<file path="config.mk">
export PLATFORM = sky130hd
export DESIGN_NAME = fetch_exec_ctrl
export DESIGN_NICKNAME = d
export VERILOG_FILES = /design/src/rtl/cpu_pkg.sv /design/src/rtl/instr_decode.sv /design/src/rtl/fetch_exec_ctrl.sv
export SDC_FILE = /design/constraint.sdc
export NUM_CORES = 1
export LEC_CHECK = 0
export BUFFER_PORTS_ARGS = -buffer_cell sky130_fd_sc_hd__buf_2
export CORE_MARGIN = 2
export CORE_UTILIZATION = 36
export CTS_BUF_LIST = sky130_fd_sc_hd__clkbuf_2 sky130_fd_sc_hd__clkbuf_4 sky130_fd_sc_hd__clkbuf_8
export DETAILED_ROUTE_END_ITERATION = 10
export GPL_ROUTABILITY_DRIVEN = 0
export SETUP_SLACK_MARGIN = 0.5
export SLEW_MARGIN = 20
export SYNTH_ARGS = -nofsm -noshare
export SYNTH_HDL_FRONTEND = slang
export SYNTH_SLANG_ARGS = --single-unit
export TNS_END_PERCENT = 5
</file>
<file path="constraint.sdc">
create_clock -name clk -period 3 [get_ports clk]
set_input_delay 0.3 -clock clk [delete_from_list [all_inputs] [get_ports clk]]
set_output_delay 0.3 -clock clk [all_outputs]
set_load 0.01 [all_outputs]
</file>
<file path="src/rtl/cpu_pkg.sv">
// Shared encodings for the 16-bit accumulator CPU: opcodes, ALU opcodes and sequencer states.
package cpu_pkg;

   localparam logic [3:0] OP_NOP   = 4'h0;
   localparam logic [3:0] OP_LOAD  = 4'h1;
   localparam logic [3:0] OP_STORE = 4'h2;
   localparam logic [3:0] OP_ADD   = 4'h3;
   localparam logic [3:0] OP_SUB   = 4'h4;
   localparam logic [3:0] OP_AND   = 4'h5;
   localparam logic [3:0] OP_OR    = 4'h6;
   localparam logic [3:0] OP_XOR   = 4'h7;
   localparam logic [3:0] OP_JMP   = 4'h8;
   localparam logic [3:0] OP_JZ    = 4'h9;
   localparam logic [3:0] OP_LOADI = 4'hA;
   localparam logic [3:0] OP_HALT  = 4'hF;

   localparam logic [3:0] ALU_ADD = 4'b0000;
   localparam logic [3:0] ALU_SUB = 4'b0001;
   localparam logic [3:0] ALU_AND = 4'b1000;
   localparam logic [3:0] ALU_OR  = 4'b1001;
   localparam logic [3:0] ALU_XOR = 4'b1010;

   typedef enum logic [2:0] {
      StFetch  = 3'd0,
      StDecode = 3'd1,
      StOper   = 3'd2,
      StExec   = 3'd3,
      StStore  = 3'd4,
      StHalt   = 3'd5
   } state_e;

endpackage

</file>
<file path="src/rtl/instr_decode.sv">
// Combinational opcode decoder: instruction class flags and the ALU opcode to drive.
module instr_decode
   import cpu_pkg::*;
(
   input  logic [3:0] opcode,
   output logic       is_mem_rd,
   output logic       is_load,
   output logic       is_store,
   output logic       is_jmp,
   output logic       is_jz,
   output logic       is_loadi,
   output logic       is_halt,
   output logic       illegal,
   output logic [3:0] alu_op
);

   always_comb begin
      is_mem_rd = 1'b0;
      is_load   = 1'b0;
      is_store  = 1'b0;
      is_jmp    = 1'b0;
      is_jz     = 1'b0;
      is_loadi  = 1'b0;
      is_halt   = 1'b0;
      illegal   = 1'b0;
      alu_op    = ALU_ADD;
      case (opcode)
         OP_NOP:   ;
         OP_LOAD:  begin is_mem_rd = 1'b1; is_load = 1'b1; end
         OP_STORE: is_store = 1'b1;
         OP_ADD:   begin is_mem_rd = 1'b1; alu_op = ALU_ADD; end
         OP_SUB:   begin is_mem_rd = 1'b1; alu_op = ALU_SUB; end
         OP_AND:   begin is_mem_rd = 1'b1; alu_op = ALU_AND; end
         OP_OR:    begin is_mem_rd = 1'b1; alu_op = ALU_OR;  end
         OP_XOR:   begin is_mem_rd = 1'b1; alu_op = ALU_XOR; end
         OP_JMP:   is_jmp = 1'b1;
         OP_JZ:    is_jz = 1'b1;
         OP_LOADI: is_loadi = 1'b1;
         OP_HALT:  is_halt = 1'b1;
         default:  illegal = 1'b1;
      endcase
   end

endmodule

</file>
<file path="src/rtl/fetch_exec_ctrl.sv">
// Multicycle fetch/decode/execute sequencer for the 16-bit accumulator CPU.
// Optional ack timeout enabled by defining FEC_ACK_TIMEOUT_EN.
module fetch_exec_ctrl
   import cpu_pkg::*;
#(
   parameter int unsigned ADDR_W      = 12,
   parameter int unsigned TIMEOUT_CYC = 255
) (
   input  logic              clk,
   input  logic              reset_n,
   output logic              mem_req,
   output logic              mem_we,
   output logic [ADDR_W-1:0] mem_addr,
   output logic [15:0]       mem_wdata,
   input  logic [15:0]       mem_rdata,
   input  logic              mem_ack,
   output logic [3:0]        alu_op,
   output logic [15:0]       alu_a,
   output logic [15:0]       alu_b,
   input  logic [15:0]       alu_result,
   output logic [ADDR_W-1:0] pc,
   output logic [15:0]       ir,
   output logic [15:0]       acc,
   output logic              retire,
   output logic              halted,
   output logic              illegal_op,
   output logic              timeout_err
);

   state_e            state_q;
   logic [ADDR_W-1:0] pc_q;
   logic [15:0]       ir_q;
   logic [15:0]       mbr_q;
   logic [15:0]       acc_q;
   logic              retire_q;
   logic              halted_q;
   logic              illegal_q;

   logic is_mem_rd, is_load, is_store, is_jmp, is_jz, is_loadi, is_halt, illegal;
   logic [ADDR_W-1:0] field;
   logic              req_state;

   assign field = ir_q[ADDR_W-1:0];

   instr_decode u_instr_decode (
      .opcode    (ir_q[15:12]),
      .is_mem_rd (is_mem_rd),
      .is_load   (is_load),
      .is_store  (is_store),
      .is_jmp    (is_jmp),
      .is_jz     (is_jz),
      .is_loadi  (is_loadi),
      .is_halt   (is_halt),
      .illegal   (illegal),
      .alu_op    (alu_op)
   );

`ifdef FEC_ACK_TIMEOUT_EN
   localparam int unsigned TmoW = $clog2(TIMEOUT_CYC + 1);
   localparam logic [TmoW-1:0] TmoLast = TmoW'(TIMEOUT_CYC - 1);
   logic [TmoW-1:0] tmo_cnt_q;
   logic            timeout_q;
`endif

   always_ff @(posedge clk or negedge reset_n) begin
      if (!reset_n) begin
         state_q   <= StFetch;
         pc_q      <= '0;
         ir_q      <= '0;
         mbr_q     <= '0;
         acc_q     <= '0;
         retire_q  <= 1'b0;
         halted_q  <= 1'b0;
         illegal_q <= 1'b0;
`ifdef FEC_ACK_TIMEOUT_EN
         tmo_cnt_q <= '0;
         timeout_q <= 1'b0;
`endif
      end else begin
         retire_q <= 1'b0;
         case (state_q)
            StFetch: begin
               if (mem_ack) begin
                  ir_q    <= mem_rdata;
                  pc_q    <= pc_q + 1'b1;
                  state_q <= StDecode;
               end
            end
            StDecode: begin
               if (illegal) begin
                  illegal_q <= 1'b1;
                  halted_q  <= 1'b1;
                  state_q   <= StHalt;
               end else if (is_halt) begin
                  halted_q <= 1'b1;
                  retire_q <= 1'b1;
                  state_q  <= StHalt;
               end else if (is_mem_rd) begin
                  state_q <= StOper;
               end else if (is_store) begin
                  state_q <= StStore;
               end else begin
                  if (is_jmp || (is_jz && (acc_q == 16'h0000))) pc_q <= field;
                  if (is_loadi) acc_q <= {4'h0, ir_q[11:0]};
                  retire_q <= 1'b1;
                  state_q  <= StFetch;
               end
            end
            StOper: begin
               if (mem_ack) begin
                  mbr_q   <= mem_rdata;
                  state_q <= StExec;
               end
            end
            StExec: begin
               acc_q    <= is_load ? mbr_q : alu_result;
               retire_q <= 1'b1;
               state_q  <= StFetch;
            end
            StStore: begin
               if (mem_ack) begin
                  retire_q <= 1'b1;
                  state_q  <= StFetch;
               end
            end
            StHalt:  ;
            default: state_q <= StHalt;
         endcase
`ifdef FEC_ACK_TIMEOUT_EN
         // Overrides the case above only when no ack arrived, so no transfer is lost.
         if (req_state) begin
            if (mem_ack) begin
               tmo_cnt_q <= '0;
            end else if (tmo_cnt_q == TmoLast) begin
               tmo_cnt_q <= '0;
               timeout_q <= 1'b1;
               halted_q  <= 1'b1;
               state_q   <= StHalt;
            end else begin
               tmo_cnt_q <= tmo_cnt_q + 1'b1;
            end
         end
`endif
      end
   end

   assign req_state = (state_q == StFetch) || (state_q == StOper) || (state_q == StStore);

   // Gated by reset_n so an abort is visible to memory without waiting for a clock.
   assign mem_req   = reset_n & req_state;
   assign mem_we    = (state_q == StStore);
   assign mem_addr  = (state_q == StFetch) ? pc_q : field;
   assign mem_wdata = acc_q;

   assign alu_a      = acc_q;
   assign alu_b      = mbr_q;
   assign pc         = pc_q;
   assign ir         = ir_q;
   assign acc        = acc_q;
   assign retire     = retire_q;
   assign halted     = halted_q;
   assign illegal_op = illegal_q;

`ifdef FEC_ACK_TIMEOUT_EN
   assign timeout_err = timeout_q;
`else
   assign timeout_err = 1'b0;
`endif

endmodule

</file>
**After elaboration in Yosys (flattened, before gate mapping)**

Cells that the tools add are included.

- Bits in registers: 66
- Latch bits: 0
- Memory bits (writable): 0
- Bits in read-only memories: 0
- Input port bits: 35
- Memories: 0

- Add/subtract/negate cells: 1
- Multipliers: 0
- Divide/modulo/power cells: 0
- Order comparisons: 0
- Equal/unequal tests: 26
- Shift operators: 0
- Muxes and demuxes: 39
- Bitwise logic cells: 3
- Reduce and logical (&&, ||, !) cells: 18

Operators by type and width:

| operator | number |
|---|---|
| 16-bit two-way mux | 6 |
| 12-bit two-way mux | 7 |
| 16-bit one-hot mux with 2 select lines | 1 |
| 12-bit one-hot mux with 2 select lines | 1 |
| 3-bit two-way mux | 7 |
| 3-bit one-hot mux with 6 select lines | 1 |
| 4-bit by 3-bit equality test with 1-bit output (second input constant) | 4 |
| 4-bit equality test (second input constant) | 4 |
| 16-bit logical NOT | 1 |
| 2-bit != test (second input constant) | 8 |
| 4-bit one-hot mux with 4 select lines | 1 |
| 1-bit two-way mux | 14 |
| 12-bit by 1-bit adder with 12-bit output (second input constant) | 1 |
| 12-bit OR reduction | 1 |
| 4-bit by 2-bit equality test with 1-bit output (second input constant) | 2 |
| 2-bit AND reduction | 4 |
| 7-bit AND reduction | 1 |
| 3-bit by 2-bit equality test with 1-bit output (second input constant) | 2 |
| 3-bit equality test (second input constant) | 2 |
| 6-bit AND reduction | 1 |
| 6-bit OR reduction | 1 |
| 4-bit by 1-bit equality test with 1-bit output (second input constant) | 1 |
| 4-bit logical NOT | 1 |
| 2-bit by 1-bit != test with 1-bit output (second input constant) | 2 |
| other kinds (9) | 13 |

**Longest topological paths before layout**

Gate-level depths: netlist (run 1).

- Depth in word-level cells: 10
- Mapped depth: 7

**By module**

From an unflattened synthesis (run 1), not the netlist that was laid out.

- Cells, all modules: 380
- Area total of the unflattened synthesis: 3773.6 um^2

By module, submodules not included:

| module | times used | cells an instance | area an instance (um^2) | seq. area each (um^2) |
|---|---|---|---|---|
| fetch_exec_ctrl | 1 | 359 | 3668.5 | 1651.6 |
| instr_decode | 1 | 21 | 105.1 | 0.0 |

**Least setup slack after synthesis (run 1)**

Ideal clock, no wire load.

- Path kind: register -> register
- Start point: register ir_q[13] (netlist: ir[13])
- End point: register pc_q[1] (netlist: pc[1])
- Library setup time: 0.125 ns
- Arrival: 1.655 ns
- Required time: 2.875 ns
- Setup slack: 1.221 ns
- Cell stages (with the launch flop): 6
- Path through: dfrtp_1 buf_6 nand4bb_1 a211o_1 a21oi_4 mux2_2

- Longest elaborated chain between the ends: 6
- Elaborated cells on any way between the ends: 27
- Those cells by class: 16 x eq/ne; 5 x mux; 6 x reduce/logical

RTL lines:

| item | RTL line | text |
|---|---|---|
| start: declaration | fetch_exec_ctrl.sv:32 | `logic [15:0] ir_q;` |
| start signal: assignment | fetch_exec_ctrl.sv:84 | `ir_q <= mem_rdata;` |
| branches (longest 5 deep; another with 6-bit OR reduction) | - |  |
| 7-bit AND reduction (no line) * | - |  |
| end signal: assignment | fetch_exec_ctrl.sv:85 | `pc_q <= pc_q + 1'b1;` |
| end signal: assignment | fetch_exec_ctrl.sv:103 | `if (is_jmp \|\| (is_jz && (acc_q == 16'h0000))) pc_q <= field;` |
| end: declaration | fetch_exec_ctrl.sv:31 | `logic [ADDR_W-1:0] pc_q;` |

Every way passes the cells marked *.
A chain may end at the register's enable or synchronous reset.

**Final worst setup path (run 1)**

- Start point: register ir_q[14] (netlist: ir[14])
- End point: register pc_q[1] (netlist: pc[1])

Same word-level chain as after synthesis.

==> flow_summary.json, run 1 <==
{
  "end_kind": "flip-flop",
  "final_area_um2": 4590,
  "row_count": 37,
  "core_area_um2": 10300,
  "place_hpwl_mm": 7.38,
  "drtAntennaViolNets": 0,
  "period_needed_ns": 2.18,
  "slew_headroom_pct": 29.5,
  "finalMaxSlewViolations": 0,
  "htree_levels": 3,
  "num_antenna_cells": 0,
  "cp_max_fo": 14,
  "numCtsBuffers": 9,
  "clock_sinks": 66,
  "grt_pass1_wl_mm": 15.6,
  "ys_dominant_reg_cell": "dfrtp_1",
  "synth.ff_latch_count": 66,
  "postSynthCellCount": 357,
  "mostFrequentLayoutCells": "buf_2 (146), dfrtp_1 (66), mux2_2 (44)",
  "vias": 3119,
  "start_util_pct": 37.2,
  "regArea_um2": 1650,
  "p_per_area_nw_per_um2": 1210,
  "synth_cell_types": 55,
  "rsz0062_at_grt": "false",
  "clock_skew_ns": 0.00927,
  "layout.nets": 496,
  "antenna_found_initial": 0,
  "n_fill_cell": 1016,
  "timing.fmax_mhz": 459,
  "crit_arrival_ns": 2.40,
  "drt-initial-drc-count": 157,
  "postCtsHoldBufs": 0,
  "placedInstanceArea_um2": 4390,
  "final_common_cell": "buf_2",
  "async_flop_share_pct": 100,
  "grtUsageTotal_pct": 17.7,
  "cts_resized": 0,
  "hold_violations": 0,
  "chipWidth_um": 107,
  "worst_pin_slew_ns": 1.06,
  "drc": 0,
  "clkTransAtPathRegs_ns": 0.07,
  "outcome": "finished clean",
  "synth_edf_count": 0,
  "postSynthAreaPerCell_um2": 10.8,
  "yosysSeqAreaShare_pct": 43.0,
  "ys_warn_count": 0,
  "dr.pass1.iters": 4,
  "fin_tns_setup_ns": 0,
  "critPathLaunchType": "flip-flop",
  "die-area_um2": 11500,
  "clock_path_buffers": 2,
  "post-cts-setup-buffers": 0,
  "finalWirelength_mm": 10.2,
  "final-setup-viol-count": 0,
  "ir_drop_mv": 0.448,
  "die_y_um": 107,
  "port_buffers": 146,
  "area_growth_pct": 19.6,
  "maxCapViolCount": 0,
  "pin_count": 149,
  "drive_gt1_share_pct": 48.4,
  "grt_pass1_vias": 2852,
  "finalCritPeriodShare_pct": 72.6,
  "grt_overflow_total": 0,
  "cts-root-buf": "clkbuf_8",
  "hold_class": "in2reg",
  "clock_latency_ns": 0.34,
  "multi_input_area_um2": 1770,
  "syn-cell-area_um2": 3840,
  "fin_util_pct": 44.5,
  "grt_start_max_net_pins": 67,
  "worstPathRequired_ns": 3.22,
  "wire_per_inst_um": 17.0,
  "crit_type": "reg2reg",
  "power_leakage_uw": 0.00217,
  "vias_per_cell": 5.19,
  "cts_tree": "yes"
}
## final timing paths
path	startpoint	endpoint	slack (ns)	depth (start not counted)
min	mem_rdata[15]	ir[15]$_DFFE_PN0P_	0.18	3
min in group asynchronous	reset_n	pc[7]$_DFFE_PN0P_	0.20	2
max in group asynchronous	reset_n	ir[0]$_DFFE_PN0P_	2.19	2
min reg2reg	halted$_DFFE_PN0P_	halted$_DFFE_PN0P_	0.48	1
max reg2reg	ir[14]$_DFFE_PN0P_	pc[1]$_DFFE_PN0P_	0.82	4
max	ir[14]$_DFFE_PN0P_	pc[1]$_DFFE_PN0P_	0.82	4
## cell type report
type,count,share of cell area [%]
clock buffers,11,3.16
clock inverters,5,1.17
inverters,5,0.409
multi-input cells,225,38.5
flip-flops and latches,66,36.0
well taps,136,3.71
repair buffers,153,17.1
## power by group
group / internal, uW / switching, uW / total, uW
clock: 413 / 344 / 758
combinational: 1370 / 1450 / 2820
sequential: 1330 / 649 / 1980
total: 3110 / 2440 / 5550
## Yosys cell counts, types with 2 or more instances
cell type | number | share of area [%]
nand4_1 | 6 | 0.98
a2bb2oi_1 | 8 | 1.8
nor3_2 | 2 | 0.52
inv_1 | 5 | 0.49
nor2_1 | 20 | 2.0
nand2_1 | 19 | 1.9
a211oi_1 | 18 | 3.5
a21oi_1 | 5 | 0.65
buf_6 | 2 | 0.59
buf_4 | 36 | 7.0
a211o_1 | 2 | 0.46
dfrtp_1 | 66 | 43
nand3_1 | 8 | 1.0
mux2i_1 | 17 | 4.4
a221o_1 | 2 | 0.52
o21ai_0 | 14 | 1.8
buf_2 | 14 | 1.8
a21o_1 | 14 | 2.7
o22ai_1 | 2 | 0.33
a221oi_2 | 4 | 1.6
and4_1 | 2 | 0.46
nor2b_1 | 2 | 0.33
mux2_2 | 44 | 13
nor4_1 | 4 | 0.65
and2_1 | 3 | 0.49
and3_1 | 2 | 0.33
clkbuf_1 | 8 | 0.78
## sequential cells by signal (all words and copies together), names as in the netlist
| name | cells |
|---|---|
| pc | 12 |
| alu_b | 16 |
| state_q | 3 |
| acc | 16 |
| ir | 16 |
| retire | 1 |
| halted | 1 |
| illegal_op | 1 |
## kinds of logic after synthesis
| group | after synthesis | share of synthesized area [%] |
|---|---|---|
| AO/OA/AOI/OAI | 82 | 16.5 |
| XOR/XNOR | 1 | 0.228 |
| adder cells (fa/ha/maj) | 2 | 0.587 |
| buffers and inverters | 67 | 11.2 |
| flip-flops | 66 | 43.0 |
| multiplexers | 61 | 17.3 |
| other | 1 | 0.0977 |
| AND/OR/NAND/NOR | 77 | 11.0 |
## routing by layer
metal,part of all wire [%],wire [um],vias to the layer above,GRT usage (%)
met3,5.7,584,9,3.93
met1,45,4640,1508,24.1
met5,0,0,-,0
met4,1.1,111,0,4.36
met2,48,4880,121,28.8
li1,-,-,1481,-
## per-stage QoR
step,std cells,hold slack [ns],worst slack [ns],power [uW]
finish,601,0.183,0.821,5550
global route,601,0.178,0.731,5980
CTS,601,0.167,0.818,5620
detailed placement,585,0.458,0.837,4840
global placement,585,0.460,0.866,4800
floorplan,358,0.00441,1.22,3960
## worst max-delay path, stage by stage (launching register included)
cell	delay (ns)
dfrtp_1	0.53
nand4bb_1	0.26
a211o_1	0.52
a21oi_4	0.36
mux2_2	0.38
No activity file was read; power rests on OpenSTA's default activity.
==> inputs of run 2 (changes only) <==
==> constraint.sdc (replaced) <==
create_clock -name clk -period 2.05 [get_ports clk]
set_input_delay 0.205 -clock clk [delete_from_list [all_inputs] [get_ports clk]]
set_output_delay 0.205 -clock clk [all_outputs]
set_load 0.01 [all_outputs]
==> run 2 against run 1 <==
Compared with the run above: largest power group unchanged; clock power rose by 49%; cell area grew 10%; register-to-register slack got worse by 0.57 ns; critical path depth did not move; critical path type is now reg2out; highest routed layer unchanged; sequential cell count unchanged.
==> flow_summary.json, run 2 (synthesized netlist as in run 1, its figures left out) <==
{
  "outcome": "finished clean",
  "die_y_um": 107,
  "area_growth_pct": 31.7,
  "maxCapViolCount": 0,
  "clock_path_buffers": 2,
  "row_count": 37,
  "chipWidth_um": 107,
  "hold_violations": 0,
  "power_leakage_uw": 0.00238,
  "regArea_um2": 1660,
  "timing.fmax_mhz": 522,
  "final-setup-viol-count": 0,
  "finalWirelength_mm": 11.7,
  "grt_pass1_wl_mm": 17.1,
  "max_stage_delay_ns": 0.43,
  "slew_headroom_pct": 43.5,
  "drc": 0,
  "worstPathRequired_ns": 1.85,
  "rsz0062_at_grt": "true",
  "num_antenna_cells": 0,
  "r2r_start": "state_q[0]$_DFFE_PN0P_",
  "cp_max_fo": 6,
  "dr.pass1.iters": 4,
  "critPathLaunchType": "flip-flop",
  "end_kind": "primary output",
  "path_buf_inv": 2,
  "period_needed_ns": 1.92,
  "grtUsageTotal_pct": 19.5,
  "mostFrequentLayoutCells": "buf_2 (139), dfrtp_1 (63), mux2_2 (35)",
  "finalMaxSlewViolations": 0,
  "antenna_found_initial": 0,
  "n_fill_cell": 982,
  "p_per_area_nw_per_um2": 1830,
  "final_common_cell": "buf_2",
  "hold_class": "in2reg",
  "cts-root-buf": "clkbuf_8",
  "critical_path.startpoint": "state_q[0]$_DFFE_PN0P_",
  "fin_tns_setup_ns": 0,
  "drive_gt1_share_pct": 54.4,
  "drtAntennaViolNets": 0,
  "crit_type": "reg2out",
  "clock_latency_ns": 0.35,
  "critical_path.top_delay_family": "flip-flops",
  "crit_chain": "nor3_4 > buf_6 > mux2_2 > buf_2",
  "vias_per_cell": 5.31,
  "drt-initial-drc-count": 208,
  "place_hpwl_mm": 7.73,
  "numCtsBuffers": 9,
  "grt_overflow_total": 0,
  "finalCritPeriodShare_pct": 93.4,
  "multi_input_area_um2": 1970,
  "ir_drop_mv": 0.667,
  "clock_skew_ns": 0.0106,
  "critPathSlowestCell": "dfrtp_1",
  "wire_per_inst_um": 18.6,
  "vias": 3340,
  "clkTransAtPathRegs_ns": 0.08,
  "hold_start": "mem_rdata[15]",
  "port_buffers": 146,
  "grt_start_max_net_pins": 67,
  "start_util_pct": 37.2,
  "crit_arrival_ns": 1.71,
  "clock_sinks": 66,
  "layout.nets": 524,
  "htree_levels": 3,
  "die-area_um2": 11500,
  "postCtsHoldBufs": 0,
  "core_area_um2": 10300,
  "pin_count": 149,
  "worst_pin_slew_ns": 0.848,
  "fin_util_pct": 49.0,
  "cts_tree": "yes",
  "grt_pass1_vias": 3085
}
run 2: power by group:
group	internal (uW)	switching (uW)
logic	2660	2620
registers	1950	877
clock network	595	537
total	5200	4030
run 2: what timing repair did:
action | 4_1_cts | 5_1_grt
setup buffers | 6 | 5
endpoints found under the setup margin | 76 | 78
cloned | 3 | 2
resized for setup | 29 | 18
pin swaps | 4 | 5
run 2: layout make-up:
type / count / share of cell area [%]
repair buffers: 178 / 20.7
flip-flops and latches: 66 / 32.7
inverters: 5 / 0.371
multi-input cells: 228 / 38.9
clock inverters: 6 / 1.26
well taps: 136 / 3.36
clock buffers: 10 / 2.72
run 2: worst min-delay path, delay by kind of cell:
kind                   cells  cell delay (ns)
buffers and inverters      1             0.09
AO/OA/AOI/OAI              1             0.06
AND/OR/NAND/NOR            1             0.04
run 2: final timing paths:
| path | slack (ns) | end | cells after the start |
|---|---|---|---|
| max | 0.13 | mem_addr[6] | 4 |
| min | 0.08 | ir[15]$_DFFE_PN0P_ | 3 |
| max reg2reg | 0.25 | ir[12]$_DFFE_PN0P_ | 5 |
| min reg2reg | 0.47 | halted$_DFFE_PN0P_ | 1 |
| max in group asynchronous | 1.33 | ir[13]$_DFFE_PN0P_ | 2 |
| min in group asynchronous | 0.10 | pc[4]$_DFFE_PN0P_ | 2 |
run 2: stage by stage:
step                      hold WS, ns  power, uW  cells  setup slack (ns)  instance area (um^2)
after floorplan               -0.0906       5860    358             0.304                  3870
after global placement          0.435       7220    597             0.117                  4510
after detailed placement        0.430       7310    597           -0.0161                  4510
after CTS                      0.0541       9030    622             0.130                  4920
after global routing           0.0746       9840    629            0.0800                  5060
final                          0.0755       9230    629             0.134                  5060
run 2: metal layers:
layer  routed length, um  GRT usage, %  up-vias
met5                   0             0        -
met4                 206          5.66        0
met3                 682          4.90       12
met2                5680          31.0      130
met1                5140          26.3     1658
li1                    -             -     1540
==> inputs of run 3 (changes only) <==
--- a/config.mk
+++ b/config.mk
@@ -11,6 +11,7 @@
 export CTS_BUF_LIST = sky130_fd_sc_hd__clkbuf_2 sky130_fd_sc_hd__clkbuf_4 sky130_fd_sc_hd__clkbuf_8
 export DETAILED_ROUTE_END_ITERATION = 10
 export GPL_ROUTABILITY_DRIVEN = 0
+export RECOVER_POWER = 25
 export SETUP_SLACK_MARGIN = 0.5
 export SLEW_MARGIN = 20
 export SYNTH_ARGS = -nofsm -noshare
==> run 3 against run 2 <==
Compared with the run above: the flow now finishes with violations (capacitance limit, slew limit); fmax about the same; final cell count unchanged; combinational power about the same; critical path type unchanged.
==> flow_summary.json, run 3 (synthesized netlist as in run 1, its figures left out) <==
{
  "final_common_cell": "buf_2",
  "clock_path_buffers": 2,
  "crit_arrival_ns": 1.71,
  "clock_latency_ns": 0.35,
  "clock_sinks": 66,
  "highest_layer": "met4",
  "worst_pin_slew_ns": 1.65,
  "end_kind": "primary output",
  "finalMaxSlewViolations": 67,
  "worstPathRequired_ns": 1.85,
  "maxCapViolCount": 1,
  "numCtsBuffers": 9,
  "outcome": "finished with violations",
  "drive_gt1_share_pct": 54.2,
  "grt_start_max_net_pins": 67,
  "final_area_um2": 5050,
  "cts_tree": "yes",
  "die_y_um": 107,
  "drtAntennaViolNets": 0,
  "wl_met1_mm": 5.15,
  "finalWirelength_mm": 11.7,
  "grt_pass1_wl_mm": 17.1,
  "timing.fmax_mhz": 522,
  "clock_skew_ns": 0.0123,
  "row_count": 37,
  "p_per_area_nw_per_um2": 1830,
  "hold_violations": 0,
  "period_needed_ns": 1.92,
  "area_growth_pct": 31.6,
  "vias_per_cell": 5.33,
  "drt-initial-drc-count": 216,
  "slew_headroom_pct": -9.68,
  "grt_overflow_total": 0,
  "power_leakage_uw": 0.00238,
  "ir_drop_mv": 0.670,
  "fin_tns_setup_ns": 0,
  "critPathLaunchType": "flip-flop",
  "htree_levels": 3,
  "die-area_um2": 11500,
  "start_util_pct": 37.2,
  "final-setup-viol-count": 0,
  "chipWidth_um": 107,
  "cts-root-buf": "clkbuf_8",
  "mostFrequentLayoutCells": "buf_2 (138), dfrtp_1 (63), mux2_2 (35)",
  "drc": 0,
  "grtUsageTotal_pct": 19.5,
  "postCtsHoldBufs": 0,
  "rsz0062_at_grt": "true",
  "wire_per_inst_um": 18.7,
  "wl_met3_um": 709,
  "pin_count": 149,
  "hold_class": "in2reg",
  "violations": "capacitance limit, slew limit",
  "route.met2.wl_mm": 5.68,
  "cp_max_fo": 6,
  "num_antenna_cells": 0,
  "grt_pass1_vias": 3085,
  "place_hpwl_mm": 7.73,
  "clkTransAtPathRegs_ns": 0.08,
  "port_buffers": 146,
  "layout.nets": 524,
  "crit_type": "reg2out",
  "vias": 3351,
  "n_fill_cell": 984,
  "dr.pass1.iters": 4,
  "core_area_um2": 10300,
  "finalCritPeriodShare_pct": 93.5,
  "antenna_found_initial": 0,
  "placedInstanceArea_um2": 4510
}
[run 3: cell count changes in the layout (fill, tap and decap cells not counted)]
cell      previous run  this run
clkbuf_2             0         1
buf_4               24        23
buf_2              139       138
clkbuf_1             0         1
[run 3: final timing paths]
kind | start | endpoint | slack (ns) | cells past startpoint
worst min register to register | halted$_DFFE_PN0P_ | halted$_DFFE_PN0P_ | 0.47 | 1
worst min-delay path | mem_rdata[15] | ir[15]$_DFFE_PN0P_ | 0.07 | 3
max in group asynchronous | reset_n | ir[13]$_DFFE_PN0P_ | 0.43 | 2
worst max-delay path | state_q[0]$_DFFE_PN0P_ | mem_addr[6] | 0.13 | 4
min in group asynchronous | reset_n | pc[3]$_DFFE_PN0P_ | 0.51 | 2
worst max register to register | state_q[0]$_DFFE_PN0P_ | ir[12]$_DFFE_PN0P_ | 0.25 | 5
[run 3: cell type report]
cell class                      count  area [um^2]  area share (%)
Sequential cell                    66         1660            32.8
Timing Repair Buffer              178         1040            20.6
Tap cell                          136          170            3.37
Clock inverter                      6         63.8            1.26
Multi-Input combinational cell    228         1970            38.9
Inverter                            5         18.8           0.371
Clock buffer                       10          138            2.72
[run 3: per-stage QoR]
stage / util [%] / std cells / power, uW / worst slack [ns] / hold slack (ns)
finish: 49.0 / 629 / 9240 / 0.133 / 0.0749
CTS: 47.7 / 622 / 9030 / 0.130 / 0.0541
floorplan: - / 358 / 5860 / 0.304 / -0.0906
global route: 49.0 / 629 / 9840 / 0.0409 / 0.0746
global placement: 43.6 / 597 / 7220 / 0.117 / 0.435
detailed placement: 43.6 / 597 / 7310 / -0.0161 / 0.430
[run 3: worst max-delay path, cell delays in order (launching register included)]
cell and delay, ns:
dfrtp_1 0.43, nor3_4 0.28, buf_6 0.19, mux2_2 0.33, buf_2 0.14
[run 3: repair_timing]
item / in CTS / in global routing
buffers inserted: 6 / 5
setup endpoints to repair: 76 / 78
pin swaps: 4 / 5
cloned: 3 / 2
resized for setup: 29 / 18
[run 3: layer usage]
metal / track usage, % / up-vias
met5: 0 / -
met4: 5.66 / 0
met3: 4.90 / 10
met2: 31.0 / 136
met1: 26.3 / 1667
li1: - / 1538
[run 3: power by group]
group          switching (uW)  leakage, uW  internal (uW)
logic                    2620      0.00150           2650
clock network             539    0.0000987            595
registers                 878     0.000783           1950
